[src/rtl/uart_pkg.sv]
// Shared UART definitions: FSM state encodings and the default oversampling
// ratio, common to the receiver and the transmitter.
package uart_pkg;

    localparam int OVERSAMPLE_DEFAULT = 16;

    typedef enum logic [2:0] {
        IDLE  = 3'd0,
        START = 3'd1,
        DATA  = 3'd2,
        STOP  = 3'd3,
        BREAK = 3'd4
    } uart_state_e;

endpackage

[src/rtl/uart_rx_if.sv]
// Receiver-side bundle: serial input, sample tick and received-byte outputs.
// The slave modport is taken by the receiver, the master modport by whoever
// drives the line and consumes the bytes.
interface uart_rx_if;

    logic       clk_en;
    logic       rx;
    logic [7:0] data;
    logic       valid;
    logic       frame_err;
    logic       busy;

    modport master (
        output clk_en,
        output rx,
        input  data,
        input  valid,
        input  frame_err,
        input  busy
    );

    modport slave (
        input  clk_en,
        input  rx,
        output data,
        output valid,
        output frame_err,
        output busy
    );

endinterface

[src/rtl/sync_2ff.sv]
// Two-flop synchronizer for a single asynchronous bit. The reset value is a
// parameter so an idle-high line does not look like a start bit out of reset.
module sync_2ff #(
    parameter logic RESET_VALUE = 1'b1
) (
    input  logic clk,
    input  logic rst_n,
    input  logic d,
    output logic q
);

    logic meta;

    // Shift the asynchronous input through two flops on every clock edge.
    always_ff @(posedge clk or negedge rst_n) begin
        if (!rst_n) begin
            meta <= RESET_VALUE;
            q    <= RESET_VALUE;
        end else begin
            meta <= d;
            q    <= meta;
        end
    end

endmodule

[src/rtl/uart_rx.sv]
// 8N1 UART receiver. The line is oversampled by clk_en ticks; the start bit
// is confirmed at its midpoint and every later bit is sampled one full bit
// period after that, i.e. near the middle of each bit.
module uart_rx
    import uart_pkg::*;
#(
    parameter int OVERSAMPLE = OVERSAMPLE_DEFAULT
) (
    input  logic        clk,
    input  logic        rst_n,
    uart_rx_if.slave    bus
);

    localparam int             CW        = $clog2(OVERSAMPLE);
    localparam logic [CW-1:0]  HALF_LAST = CW'(OVERSAMPLE / 2 - 1);
    localparam logic [CW-1:0]  FULL_LAST = CW'(OVERSAMPLE - 1);

    logic          rx_s;
    uart_state_e   state_q,  state_d;
    logic [CW-1:0] tick_q,   tick_d;
    logic [2:0]    bit_q,    bit_d;
    logic [7:0]    shift_q,  shift_d;
    logic [7:0]    data_q,   data_d;
    logic          valid_q,  valid_d;
    logic          ferr_q,   ferr_d;

    sync_2ff #(
        .RESET_VALUE (1'b1)
    ) u_sync (
        .clk   (clk),
        .rst_n (rst_n),
        .d     (bus.rx),
        .q     (rx_s)
    );

    // Register the FSM state, counters, shift register and output pulses.
    always_ff @(posedge clk or negedge rst_n) begin
        if (!rst_n) begin
            state_q <= IDLE;
            tick_q  <= '0;
            bit_q   <= '0;
            shift_q <= '0;
            data_q  <= 8'h00;
            valid_q <= 1'b0;
            ferr_q  <= 1'b0;
        end else begin
            state_q <= state_d;
            tick_q  <= tick_d;
            bit_q   <= bit_d;
            shift_q <= shift_d;
            data_q  <= data_d;
            valid_q <= valid_d;
            ferr_q  <= ferr_d;
        end
    end

    // Next-state logic; pulses default low so they last exactly one clk.
    always_comb begin
        state_d = state_q;
        tick_d  = tick_q;
        bit_d   = bit_q;
        shift_d = shift_q;
        data_d  = data_q;
        valid_d = 1'b0;
        ferr_d  = 1'b0;

        if (bus.clk_en) begin
            case (state_q)
                IDLE: begin
                    if (!rx_s) begin
                        state_d = START;
                        tick_d  = '0;
                    end
                end
                START: begin
                    if (tick_q == HALF_LAST) begin
                        tick_d = '0;
                        if (!rx_s) begin
                            state_d = DATA;
                            bit_d   = '0;
                        end else begin
                            state_d = IDLE;
                        end
                    end else begin
                        tick_d = tick_q + 1'b1;
                    end
                end
                DATA: begin
                    if (tick_q == FULL_LAST) begin
                        shift_d = {rx_s, shift_q[7:1]};
                        tick_d  = '0;
                        if (bit_q == 3'd7) begin
                            bit_d   = '0;
                            state_d = STOP;
                        end else begin
                            bit_d = bit_q + 1'b1;
                        end
                    end else begin
                        tick_d = tick_q + 1'b1;
                    end
                end
                STOP: begin
                    if (tick_q == FULL_LAST) begin
                        tick_d = '0;
                        if (rx_s) begin
                            data_d  = shift_q;
                            valid_d = 1'b1;
                            state_d = IDLE;
                        end else begin
                            ferr_d  = 1'b1;
                            state_d = BREAK;
                        end
                    end else begin
                        tick_d = tick_q + 1'b1;
                    end
                end
                BREAK: begin
                    if (rx_s) begin
                        state_d = IDLE;
                    end
                end
                default: begin
                    state_d = IDLE;
                    tick_d  = '0;
                    bit_d   = '0;
                end
            endcase
        end
    end

    assign bus.data      = data_q;
    assign bus.valid     = valid_q;
    assign bus.frame_err = ferr_q;
    assign bus.busy      = (state_q != IDLE);

endmodule

[src/flat_wrapper.sv]
// flat-port wrapper written by rule: the top's interface ports become plain ports
module uart_rx_flat import uart_pkg::*;
#(
    parameter int OVERSAMPLE = OVERSAMPLE_DEFAULT
)
  (clk, rst_n, bus_clk_en, bus_rx, bus_data, bus_valid, bus_frame_err, bus_busy);
  uart_rx_if bus_i ();
  input  logic clk;
  input  logic rst_n;
  input wire logic [$bits(bus_i.clk_en)-1:0] bus_clk_en;
  input wire logic [$bits(bus_i.rx)-1:0] bus_rx;
  output wire logic [$bits(bus_i.data)-1:0] bus_data;
  output wire logic [$bits(bus_i.valid)-1:0] bus_valid;
  output wire logic [$bits(bus_i.frame_err)-1:0] bus_frame_err;
  output wire logic [$bits(bus_i.busy)-1:0] bus_busy;
  assign bus_i.clk_en = bus_clk_en;
  assign bus_i.rx = bus_rx;
  assign bus_data = bus_i.data;
  assign bus_valid = bus_i.valid;
  assign bus_frame_err = bus_i.frame_err;
  assign bus_busy = bus_i.busy;
  uart_rx #(.OVERSAMPLE(OVERSAMPLE)) u_core (.clk(clk), .rst_n(rst_n), .bus(bus_i));
endmodule
[config.mk]
export PLATFORM = sky130hd
export DESIGN_NAME = uart_rx_flat
export DESIGN_NICKNAME = d
export VERILOG_FILES = /design/src/rtl/uart_pkg.sv /design/src/rtl/uart_rx_if.sv /design/src/rtl/sync_2ff.sv /design/src/rtl/uart_rx.sv /design/src/flat_wrapper.sv
export SDC_FILE = /design/constraint.sdc
export NUM_CORES = 1
export LEC_CHECK = 0
export BUFFER_PORTS_ARGS = -buffer_cell sky130_fd_sc_hd__buf_2
export CAP_MARGIN = 0
export CORE_MARGIN = 4
export CORE_UTILIZATION = 51
export DETAILED_ROUTE_END_ITERATION = 7
export GPL_TIMING_DRIVEN = 0
export PLACE_DENSITY = 0.73
export SETUP_SLACK_MARGIN = 0.4
export SYNTH_ARGS = -nofsm -noshare
export SYNTH_HDL_FRONTEND = slang
export SYNTH_SLANG_ARGS = --single-unit
[constraint.sdc]
create_clock -name clk -period 1.6 [get_ports clk]
set_input_delay 0.4 -clock clk [delete_from_list [all_inputs] [get_ports clk]]
set_output_delay 0.4 -clock clk [all_outputs]
set_load 0.03 [all_outputs]
==> results_dict.tcl <==
set metrics [dict create \
    outcome "complete, but fails checks" \
    violations "negative setup slack" \
    netlist_area_um2 1410 \
    ant_nets 0 \
    worstSkewPairLatency_ps 330 \
    synth_flop_cell "dfrtp_1" \
    path_clk_slew_ps 90 \
    cap_violations 0 \
    yosysWarnings 0 \
    yosysTopAreaCell "dfrtp_1" \
    syn-mean-instance-area_um2 12.9 \
    wl_met1_mm 1.41 \
    die_w_um 60.5 \
    fin_crit_sh_pct 111 \
    slew_viol_final 0 \
    core-area_um2 2540 \
    ys_seq_area_share_pct 53.5 \
    finalSetupViolCount 22 \
    p_per_area_nw_per_um2 1300 \
    grt_pass1_vias 1104 \
    antennaDiodeCount 0 \
    grt.total_usage_pct 20.3 \
    ios 15 \
    dr.pass1.iters 4 \
    ctsHoldBuffers 0 \
    area_delta_synth_final_pct 45.5 \
    endpoint_kind "primary output" \
    vdd_drop_max_mv 1.24 \
    synthCells 109 \
    top_layer "met4" \
    syn_nets 116 \
    wl_mm 3.39 \
    finalHoldViolCount 0 \
    drcViolationCount 0 \
    dp_slack_ps -136 \
    maxSlewHeadroom_pct 56.0 \
    antenna_found_initial 0 \
    grt_pass1_wl_mm 5.27 \
    cts_tree "done" \
    drtIter0Drc 34 \
    clock_path_buffers 2 \
    grt_overflow_total 0 \
    drive_above_1_share_pct 59.9 \
    arrival_ps 1370 \
    synth-edff-count 0 \
    setup_ws_ps -173 \
    fillerInstances 138 \
    cts_root_buffer "clkbuf_4" \
    num_rows 18 \
    crit_path_start_kind "flop" \
    design_area_um2 2050 \
    synth_area_leaders "dfrtp_1 (50%), mux2_2 (15%), dfstp_2 (3.7%)" \
    grt_max_degree 31 \
    die_y_um 60.5 \
    synth_most_common_cell "dfrtp_1" \
    synthArstFlopShare_pct 100 \
    synth_commonest_cells "dfrtp_1 (28), mux2_2 (19), nand2_1 (10), o21ai_0 (4)" \
    die-area_um2 3660 \
    rsz0062_at_grt "true" \
    dpl-instance-area_um2 1570 \
    htree_levels 2 \
    start_util_pct 55.3 \
    wl_per_cell_um 18.6 \
    hpwl_mm 1.72 \
    num_vias 1040 \
    clkSinkCount 30 \
    synth.top_cell.area_share_pct 49.8 \
    path_class "reg -> out" \
    worst_pin_slew_ps 660 \
    clock_skew_ps 8.89 \
    reg2regPathDepth 6 \
    final_nets 159 \
    ys_ff_latch 30 \
    final.setup.tns_ps -2450 \
    cts_buffers 5 \
    leakage_uw 0.000995 \
    portBuffers 13 \
    required_ps 1200 \
    min_path_type "in -> async" \
    wl_met2_mm 1.74 \
    period_needed_ps 1770 \
    via_per_inst 5.71 \
    crit_fanout 2 \
    max_freq_mhz 564 \
    place_congestion 0.805 \
    wl_met3_um 144 \
    synth_cell_types 36 \
]
[power breakdown]
part / internal (uW) / switching (uW) / leakage [uW]
Combinational: 576 / 522 / 0.000548
Clock: 363 / 260 / 0.0000443
Sequential: 849 / 97.2 / 0.000402
[layer usage]
metal / GRT usage [%] / vias to the layer above
met2: 32.4 / 29
met3: 6.60 / 9
li1: - / 479
met5: 0 / -
met1: 23.8 / 523
met4: 12.4 / 0
[worst max-delay path: stages (launching register included)]
cell,delay [ps]
dfrtp_1,400
buf_6,120
or3_4,380
buf_6,140
[logic make-up (layout without fill, tap and decap cells)]
kind of cell / Yosys count / count (layout) / synth area share [%]
flip-flops: 30 / 30 / 53.5
buffers and inverters: 7 / 50 / 3.55
AO/OA/AOI/OAI: 18 / 18 / 10.7
AND/OR/NAND/NOR: 30 / 30 / 13.0
multiplexers: 21 / 21 / 16.6
adder cells (fa/ha/maj): 3 / 3 / 2.67
[sequential cells by signal, indices dropped and copies added (netlist names)]
register,count
u_core.bus.frame_err,1
u_core.bit_q,3
u_core.bus.valid,1
u_core.u_sync.q,1
u_core.tick_q,4
u_core.u_sync.meta,1
u_core.shift_q,8
u_core.state_q,3
u_core.bus.data,8
[placed cells by master, fill, tap and decap left out, types with 3 or more instances in the layout]
cell,instances
nand2_1,8
buf_6,23
o21ai_2,3
dfrtp_1,28
clkbuf_4,5
mux2_4,19
buf_4,15
[path summary, 6_finish.rpt]
check,endpoint,slack (ps),start
min reg2reg,u_core.u_sync.q,360,u_core.u_sync.meta
max reg2reg,u_core.bus.data[6],-140,u_core.tick_q[1]
max,bus_busy,-170,u_core.state_q[1]
min,u_core.state_q[1],90,rst_n
min in group clk,u_core.u_sync.meta,170,bus_rx
max in group asynchronous,u_core.tick_q[3],1080,rst_n
[repair_timing]
action | in CTS | in global routing
gates resized for setup | 47 | 11
buffers inserted | 18 | 4
gates cloned | 1 | 0
pin swaps | 10 | 4
endpoints found under the setup margin | 39 | 39
[stage by stage]
step / hold WS (ps) / power (uW) / utilization (%) / std cells
after floorplan: 104 / 1540 / - / 109
after detailed placement: 347 / 1690 / 61.8 / 152
after global placement: 347 / 1650 / 61.8 / 152
final: 86.2 / 2670 / 80.5 / 182
after CTS: 107 / 2540 / 77.6 / 178
after global routing: 114 / 2810 / 80.5 / 182
[area by class of cell]
class | instances | area [um^2] | area share, %
multi-input cells | 72 | 767 | 37.4
clock buffers | 6 | 51.3 | 2.50
repair buffers | 36 | 349 | 17.0
clock inverters | 1 | 30.0 | 1.47
plain buffers | 5 | 52.6 | 2.57
well taps | 30 | 37.5 | 1.83
flip-flops and latches | 30 | 753 | 36.8
inverters | 2 | 7.51 | 0.367
No activity file was read; power rests on OpenSTA's default activity.
